<file path="src/rtl/pc_seq.sv">
// Program-counter sequencer feeding instruction memory; follows executor halt/jump/branch/call/ret decisions.
// Define PC_SEQ_CALL_STACK_EN to build the return-address stack; otherwise call acts as jmp and ret is ignored.
module pc_seq #(
    parameter int PC_W        = 8,
    parameter int STACK_DEPTH = 4
) (
    input  logic                         clk,
    input  logic                         rst,
    input  logic                         start,
    input  logic [PC_W-1:0]              start_pc,
    input  logic                         hlt,
    input  logic                         jmp,
    input  logic                         br_taken,
    input  logic [PC_W-1:0]              tgt,
    input  logic                         call,
    input  logic                         ret,
    output logic [PC_W-1:0]              pc,
    output logic                         pc_valid,
    output logic                         halted,
    output logic                         err,
    output logic [$clog2(STACK_DEPTH):0] sp
);

    localparam int SP_W = $clog2(STACK_DEPTH) + 1;

    typedef enum logic [1:0] {
        IDLE = 2'b00,
        RUN  = 2'b01,
        HALT = 2'b10
    } state_t;

    state_t          state;
    state_t          state_nxt;
    logic [PC_W-1:0] pc_nxt;
    logic [PC_W-1:0] pc_inc;

    assign pc_inc = pc + PC_W'(1);

`ifdef PC_SEQ_CALL_STACK_EN
    logic [PC_W-1:0] stack [STACK_DEPTH];
    logic [SP_W-1:0] sp_nxt;
    logic [SP_W-1:0] sp_dec;
    logic            err_nxt;
    logic            push;

    assign sp_dec = sp - SP_W'(1);
`else
    logic unused_ret;

    assign unused_ret = ret;
    assign sp         = '0;
    assign err        = 1'b0;
`endif

    always_ff @(posedge clk or posedge rst) begin
        if (rst) begin
            state <= IDLE;
            pc    <= '0;
`ifdef PC_SEQ_CALL_STACK_EN
            sp    <= '0;
            err   <= 1'b0;
`endif
        end else begin
            state <= state_nxt;
            pc    <= pc_nxt;
`ifdef PC_SEQ_CALL_STACK_EN
            sp    <= sp_nxt;
            err   <= err_nxt;
`endif
        end
    end

`ifdef PC_SEQ_CALL_STACK_EN
    // Stack storage needs no reset: entries are only read below the current sp.
    always_ff @(posedge clk) begin
        if (push) begin
            stack[sp[SP_W-2:0]] <= pc_inc;
        end
    end
`endif

    // start restarts from every state; otherwise only RUN reacts, in strict priority order.
    always_comb begin
        state_nxt = state;
        pc_nxt    = pc;
`ifdef PC_SEQ_CALL_STACK_EN
        sp_nxt    = sp;
        err_nxt   = err;
        push      = 1'b0;
`endif
        if (start) begin
            state_nxt = RUN;
            pc_nxt    = start_pc;
`ifdef PC_SEQ_CALL_STACK_EN
            sp_nxt    = '0;
            err_nxt   = 1'b0;
`endif
        end else begin
            unique case (state)
                RUN: begin
                    if (hlt) begin
                        state_nxt = HALT;
`ifdef PC_SEQ_CALL_STACK_EN
                    end else if (ret) begin
                        if (sp == '0) begin
                            err_nxt   = 1'b1;
                            state_nxt = HALT;
                        end else begin
                            pc_nxt = stack[sp_dec[SP_W-2:0]];
                            sp_nxt = sp_dec;
                        end
                    end else if (call) begin
                        if (sp == SP_W'(STACK_DEPTH)) begin
                            err_nxt   = 1'b1;
                            state_nxt = HALT;
                        end else begin
                            push   = 1'b1;
                            sp_nxt = sp + SP_W'(1);
                            pc_nxt = tgt;
                        end
                    end else if (jmp || br_taken) begin
                        pc_nxt = tgt;
`else
                    end else if (call || jmp || br_taken) begin
                        pc_nxt = tgt;
`endif
                    end else begin
                        pc_nxt = pc_inc;
                    end
                end
                IDLE:    state_nxt = IDLE;
                HALT:    state_nxt = HALT;
                default: state_nxt = IDLE;
            endcase
        end
    end

    always_comb begin
        pc_valid = (state == RUN);
        halted   = (state == HALT);
    end

endmodule

</file>
<file path="config.mk">
export PLATFORM = sky130hd
export DESIGN_NAME = pc_seq
export DESIGN_NICKNAME = d
export VERILOG_FILES = /design/src/rtl/pc_seq.sv
export SDC_FILE = /design/constraint.sdc
export NUM_CORES = 1
export LEC_CHECK = 0
export ABC_AREA = 1
export CELL_PAD_IN_SITES_DETAIL_PLACEMENT = 0
export CELL_PAD_IN_SITES_GLOBAL_PLACEMENT = 1
export CORE_MARGIN = 2
export CORE_UTILIZATION = 28
export DETAILED_ROUTE_END_ITERATION = 8
export HOLD_SLACK_MARGIN = 0.05
export PLACE_DENSITY_LB_ADDON = 0.12
export SLEW_MARGIN = 20
export SYNTH_ARGS = -nofsm -noshare
export SYNTH_HDL_FRONTEND = slang
export SYNTH_SLANG_ARGS = --single-unit
</file>
<file path="constraint.sdc">
create_clock -name clk -period 2.8 [get_ports clk]
set_input_delay 0.84 -clock clk [delete_from_list [all_inputs] [get_ports clk]]
set_output_delay 0.84 -clock clk [all_outputs]
set_load 0.02 [all_outputs]
</file>
==> results.py <==
metrics = {
    "run_status": {
        "status": "finished, final reports clean",
    },
    "die": {
        "rows": 19,
        "fp.dieW_um": 56.6,
        "start_util_pct": 28.9,
        "design.die.area_um2": 3210,
        "die_h_um": 56.6,
        "core_area_um2": 2690,
        "pin_count": 38,
    },
    "setup_path": {
        "worstSetupStartpoint": "state[1]",
        "cp_max_fo": 3,
        "crit_required_ps": 1960,
        "r2r_start": "state[1]",
        "start_kind": "flip-flop",
        "cp.arrival_ps": 1600,
        "endpoint_kind": "primary output",
        "critPathKind": "flip-flop to primary output",
    },
    "cts": {
        "cts_resized": 0,
        "holdBufCountCts": 0,
        "htree_levels": 1,
        "clk_latency_ps": 280,
        "post_cts_buffers": 0,
        "clockBufferDepth": 2,
        "root_buffer": "clkbuf_4",
        "cts_tree": "built",
        "numCtsBuffers": 3,
        "clk_pin_slew_worst_paths_ps": 80,
        "clock_sinks": 10,
    },
    "global_route": {
        "grt_use_met3_pct": 2.07,
        "met1_usage_pct": 19.1,
        "top_usage_layer": "met2",
        "grt_pass1_wl_um": 3490,
        "track_usage_pct": 14.3,
        "grt_max_degree": 11,
        "grt_pass1_vias": 786,
        "grt_antenna_before_repair": 0,
        "use_met2_pct": 22.8,
        "globalRouteOverflowTotal": 0,
    },
    "placement": {
        "dp_slack_ps": 673,
        "dp_cells": 180,
        "place_hpwl_um": 1550,
        "port_buffers": 32,
        "placedInstanceArea_um2": 1110,
        "gp_congestion": 0.745,
    },
    "logic_synthesis": {
        "synth.largest_area_cell": "dfrtp_1",
        "synth-seq-cells": 10,
        "synth_area_per_cell_um2": 6.57,
        "netlist_area_um2": 776,
        "synth-seq-area-share_pct": 32.3,
        "synth_cell_types": 19,
        "synth_top_area_share_pct": 32.3,
        "syn-instance-count": 118,
        "yosys-top-cells-area": "dfrtp_1 (32%), nand2_1 (16%), inv_1 (9.2%)",
        "synth-warning-count": 0,
    },
    "power": {
        "p_leak_nw": 0.563,
        "power_density_nw_per_um2": 437,
        "total_power_uw": 502,
        "p_sw_uw": 175,
        "ir_drop_uv": 188,
        "intPower_uw": 328,
        "netSwitchingFraction_pct": 34.8,
        "combPwrFrac_pct": 35.1,
        "pwr-share-clk_pct": 28.3,
        "pwr-share-seq_pct": 36.7,
    },
    "timing": {
        "hold_viol_final": 0,
        "slew_viol_final": 0,
        "fmax_mhz": 410,
        "period_needed_ps": 2440,
        "worst_slack_ps": 364,
        "finalSetupTns_ps": 0,
        "period_share_pct": 87.0,
        "skew_ps": 5.52,
        "hold_slack_ps": 581,
        "rsz0062_at_grt": "false",
        "final-setup-viol-count": 0,
    },
    "layout": {
        "fillers": 299,
        "layout_commonest_cell": "nand2_1",
        "fin_cells": 184,
        "drive_above_1_share_pct": 6.54,
        "multiInputGateArea_um2": 417,
        "ff_latch_area_um2": 250,
        "design_area_um2": 1150,
        "area_delta_synth_final_pct": 48.1,
        "nets": 181,
        "antenna_cells": 0,
        "layout_common_cells": "nand2_1 (34), clkdlybuf4s50_1 (32), inv_1 (19), nor2_1 (12), o21ai_0 (12)",
        "final_util_pct": 42.8,
    },
    "routing": {
        "avgRoutedWirePerCell_um": 11.0,
        "drt_iter0_markers": 11,
        "viasPerCell": 4.38,
        "drtAntennaViolNets": 0,
        "vias": 805,
        "drt_pass1_iterations": 4,
        "drc_errors": 0,
        "drt-total-wl_um": 2030,
    },
    "worst_hold_path": {
        "hp-class": "flip-flop to flip-flop",
        "min-delay-start": "state[1]",
    },
    "job": {
        "maxCapViolations": 0,
    },
}
## flip-flops by register name, summed over array words and instances (netlist names)
register	cells
state	2
pc	8
## area by class of cell
type	instances	share of cell area, %
Clock buffer	4	3.16
Inverter	21	6.86
Tap cell	31	3.38
Sequential cell	10	21.8
Timing Repair Buffer	33	28.5
Multi-Input combinational cell	85	36.3
## kinds of logic (layout without fill, tap and decap cells)
family | after synthesis | after routing | synth area share, %
buffers and inverters | 26 | 58 | 15.5
AO/OA/AOI/OAI | 17 | 17 | 11.8
adder cells (fa/ha/maj) | 3 | 3 | 4.84
AND/OR/NAND/NOR | 60 | 60 | 34.0
flip-flops | 10 | 10 | 32.3
XOR/XNOR | 1 | 1 | 1.13
other | 1 | 4 | 0.483
## critical path, cell delays in order, from the launching register on
cell,delay (ps)
dfrtp_1,390
inv_1,70
ha_1,230
clkdlybuf4s50_1,630
## cell usage after synthesis
library cell / n
nand3_1: 10
o21bai_1: 2
o22ai_1: 1
buf_4: 4
ha_1: 3
buf_6: 1
nand3_4: 1
conb_1: 1
nor2_2: 1
a21oi_1: 2
nand4_1: 1
inv_2: 2
xor2_1: 1
nand2_4: 1
nor2_1: 12
o21ai_0: 12
inv_1: 19
nand2_1: 34
dfrtp_1: 10
## power groups by stage
stage,clock (mW),sequential (mW),combinational (mW)
after global placement,0,0.186,0.177
after floorplan,0,0.200,0.0841
after CTS,0.149,0.185,0.179
final,0.142,0.184,0.176
after detailed placement,0,0.187,0.179
after global routing,0.159,0.188,0.196
## metal layers
layer | up-vias | wire length, µm
li1 | 429 | -
met1 | 353 | 940
met2 | 21 | 957
met3 | 2 | 105
met4 | 0 | 24
met5 | - | 0
## final timing paths
check / slack [ps] / to / depth (start not counted)
max: 360 / pc_valid / 3
min: 580 / state[1] / 2
max reg2reg: 1390 / pc[1] / 7
min reg2reg: 580 / state[1] / 2
max in group asynchronous: 1640 / pc[2] / 2
min in group asynchronous: 850 / state[1] / 2
Note: power is estimated with default switching activity, not from simulation.
==> RTL change 1: new RTL, same flow settings <==
Encoding of `state_t`: now one-hot (3 bits for 3 states).
--- a/src/rtl/pc_seq.sv
+++ b/src/rtl/pc_seq.sv
@@ -23,10 +23,10 @@
 
     localparam int SP_W = $clog2(STACK_DEPTH) + 1;
 
-    typedef enum logic [1:0] {
-        IDLE = 2'b00,
-        RUN  = 2'b01,
-        HALT = 2'b10
+    typedef enum logic [2:0] {
+        IDLE = 3'b001,
+        RUN  = 3'b010,
+        HALT = 3'b100
     } state_t;
 
     state_t          state;
Formal check against the unedited RTL: same outputs for any inputs over 10 cycles, from zero or initial values and one cycle with rst high; not proved beyond that.
==> RTL change 1 against the unedited design <==
- non-clock buffer count did not move
- sequential cell count increased by 1
- area after synthesis increased by 13%
- core utilization decreased by 1.9 points
- worst setup slack better by 0.021 ns
- clock power is 24% lower
- combinational power grew 21%
- total power is 7.3% higher
- wire length decreased by 1.3%
- count of clock-buffer cells in the layout unchanged
- cell area rose by 6.9%
- critical endpoint unchanged
- largest cell class unchanged
- largest power group unchanged
==> RTL change 1: results (changes against the unedited design) <==
| Metric | Value |
|---|---|
| Max VDD drop | 0.000155 V (-18%) |
| Placed Area | 1200 um^2 (+8.0%) |
| Gate Count Post-Synth | 135 (+14%) |
| Area share of fa/ha/maj cells after synthesis | 1.43% (-3.4 points) |
| Clock Skew | 0.00203 ns (-0.00349 ns) |
| Status | complete, no violations |
| Gr usage total | 12.8% (-1.5 points) |
| Biggest regs | pc (8), state (3) |
| Initial DRC count | 12 (+1) |
| Fillers | 342 (+14%) |
| Comb power frac | 39.6% (+4.5 points) |
| Sequential fraction of the synthesis area | 31.7% (-0.60 points) |
| Synth cell count leaders | nand2_1 (48), nor2_1 (18), inv_1 (16) |
| Layout cell share with drive strength beyond 1 | 11.8% (+5.3 points) |
| Pre-CTS setup slack | 0.583 ns (-0.0906 ns) |
| R2R setup slack | 1.56 ns (+0.17 ns) |
| Drt first pass iters | 2 (-2) |
| Via-to-Cell Ratio | 4.26 (-2.7%) |
| Gpl congestion | 0.700 (-6.0%) |
| Sequential Power Share | 40.3% (+3.6 points) |
| First-pass GRT wire length | 3460 um (-1.0%) |
| Vias in the first global route | 784 (-0.25%) |
| Synth area leaders | dfrtp_1 (29%), nand2_1 (21%), nor2_1 (7.7%) |
| Largest net degree at the start of global routing | 13 (+2) |
| Leakage power | 0.598 nW (+6.3%) |
| Routed len/inst | 9.91 um (-10%) |
| Synth Area in XOR/XNOR | 2.01% (+0.88 points) |
| CP arrival | 1.58 ns (-0.02 ns) |
| Count of cell types in the netlist | 22 (+3) |
| Minimum clock period | 2.42 ns (-0.0208 ns) |
## RTL change 1: final timing paths
check / from / endpoint / depth (start not counted)
min: pc[1] / pc[1] / 2
max: state[2] / pc_valid / 4
max reg2reg: pc[0] / pc[6] / 6
min in group asynchronous: rst / pc[7] / 2
max in group asynchronous: rst / state[0] / 2
min reg2reg: pc[1] / pc[1] / 2
## RTL change 1: worst max-delay path, cell delays in order, from the launching register on
cell and delay (ns):
dfrtp_1 0.36, inv_1 0.14, nand3_2 0.11, inv_1 0.10
clkdlybuf4s50_1 0.61
## RTL change 1: final cells by class
cell class	instances	area [um^2]	area share [%]
multi-input cells	101	480	39.1
repair buffers	33	328	26.7
flip-flops and latches	11	277	22.5
inverters	20	75.1	6.12
well taps	33	41.3	3.36
clock buffers	4	26.3	2.14
## RTL change 1: metal layers
layer	up-vias	share of wire [%]	GRT usage, %
met4	0	0.65	3.81
li1	467	-	-
met5	-	0	0
met1	371	48	17.0
met3	2	5.9	2.81
met2	20	46	20.8
==> RTL change 2: new RTL, config.mk and constraints unchanged <==
Made on the original files. Set the parameter `PC_W` to 9 (it was 8).
--- a/src/rtl/pc_seq.sv
+++ b/src/rtl/pc_seq.sv
@@ -1,7 +1,7 @@
 // Program-counter sequencer feeding instruction memory; follows executor halt/jump/branch/call/ret decisions.
 // Define PC_SEQ_CALL_STACK_EN to build the return-address stack; otherwise call acts as jmp and ret is ignored.
 module pc_seq #(
-    parameter int PC_W        = 8,
+    parameter int PC_W        = 9,
     parameter int STACK_DEPTH = 4
 ) (
     input  logic                         clk,
Interface: changed (resized pc, start_pc and tgt); port bits go from 38 to 41. The function was not compared with the original's and may differ.
==> RTL change 2 against the unedited design <==
- cell area is 10% higher
- total power is 10% higher
- sequential power is 15% higher
- worst setup slack better by 0.082 ns
- critical path depth stayed put
- sequential share of layout area hardly changed
- count of clock-buffer cells in the layout stayed put
- clock skew is 0.0027 ns lower
- wire length is 20% higher
- core utilization is 0.67 points lower
- area after synthesis is 13% higher
- global-route usage is 1.0 points higher
- sequential cell count is 1 higher
- critical endpoint unchanged
- largest cell class unchanged
- largest power group is now combinational logic
==> RTL change 2: results (changes against the unedited design) <==
| Metric | Value |
|---|---|
| RR Startpoint | pc[0] |
| M1 WL | 1080 um (+15%) |
| Biggest regs | pc (9), state (2) |
| CTS-repair resized insts | 0 (unchanged) |
| Worst Hold End | pc[8] |
| IO buf count | 35 (+9.4%) |
| Area share of fa/ha/maj cells after synthesis | 4.29% (-0.55 points) |
| R2R setup slack | 1.43 ns (+0.04 ns) |
| First-pass GRT wire length | 4040 um (+16%) |
| Via-to-Cell Ratio | 4.47 (+2.2%) |
| Post-DP HPWL | 1850 um (+19%) |
| Gate Count Post-Synth | 136 (+15%) |
| Leakage power | 0.594 nW (+5.6%) |
| Met3 Use GR | 3.25% (+1.2 points) |
| Post-CTS setup buffers | 0 (unchanged) |
| Synth Area in Compound Gates | 12.0% (+0.24 points) |
| Initial DRC count | 35 (+24) |
| Comb power frac | 40.1% (+5.0 points) |
| Count of cell types in the netlist | 20 (+1) |
| Sequential fraction of the synthesis area | 31.5% (-0.78 points) |
| Fin nets | 204 (+13%) |
| R2R depth | 8 (+1) |
| CP arrival | 1.51 ns (-0.09 ns) |
| Met3 wire length | 137 um (+30%) |
| GR Util met1 | 19.6% (+0.52 points) |
| Hold_ws | 0.547 ns (-0.0341 ns) |
| P_comb | 222 uW (+26%) |
| Crit-path max cell delay | 0.61 ns (-0.02 ns) |
| Status | complete, no violations |
| Vias in the first global route | 869 (+11%) |
| Initial antenna violation count | 0 (unchanged) |
| Top pwr grp | combinational logic |
| Fillers | 329 (+10%) |
| Layout cell share with drive strength beyond 1 | 5.75% (-0.79 points) |
| Sequential Power Share | 38.4% (+1.7 points) |
| Synth area leaders | dfrtp_1 (31%), nand2_1 (20%), nor2_1 (9.0%) |
| Max VDD drop | 0.000161 V (-15%) |
| Metal2 WL | 1160 um (+22%) |
| Reg2reg end | pc[6] |
| Worst hold start | pc[8] |
| DRT Wirelength | 2430 um (+20%) |
| GR Util met2 | 24.7% (+1.9 points) |
| Synth cell count leaders | nand2_1 (47), nor2_1 (21), inv_1 (12) |
-- RTL change 2: changes by cell type after synthesis, sizes merged, moves of 2 or more --
cell and delta:
a21oi +6, inv -8, nand2 +12, nand3 -2, nor2 +11, o21ai -5, xnor2 +2
-- RTL change 2: critical path: cells and delay by family (launching register included) --
kind / cells / cell delay [ns]
buffers and inverters: 2 / 0.67
flip-flops: 1 / 0.40
adder cells (fa/ha/maj): 1 / 0.16
-- RTL change 2: layout make-up --
| class | instances | area [um^2] | area share [%] |
|---|---|---|---|
| clock buffers | 4 | 26.3 | 2.08 |
| inverters | 13 | 48.8 | 3.86 |
| multi-input cells | 108 | 499 | 39.5 |
| flip-flops and latches | 11 | 275 | 21.8 |
| well taps | 33 | 41.3 | 3.27 |
| repair buffers | 38 | 373 | 29.5 |
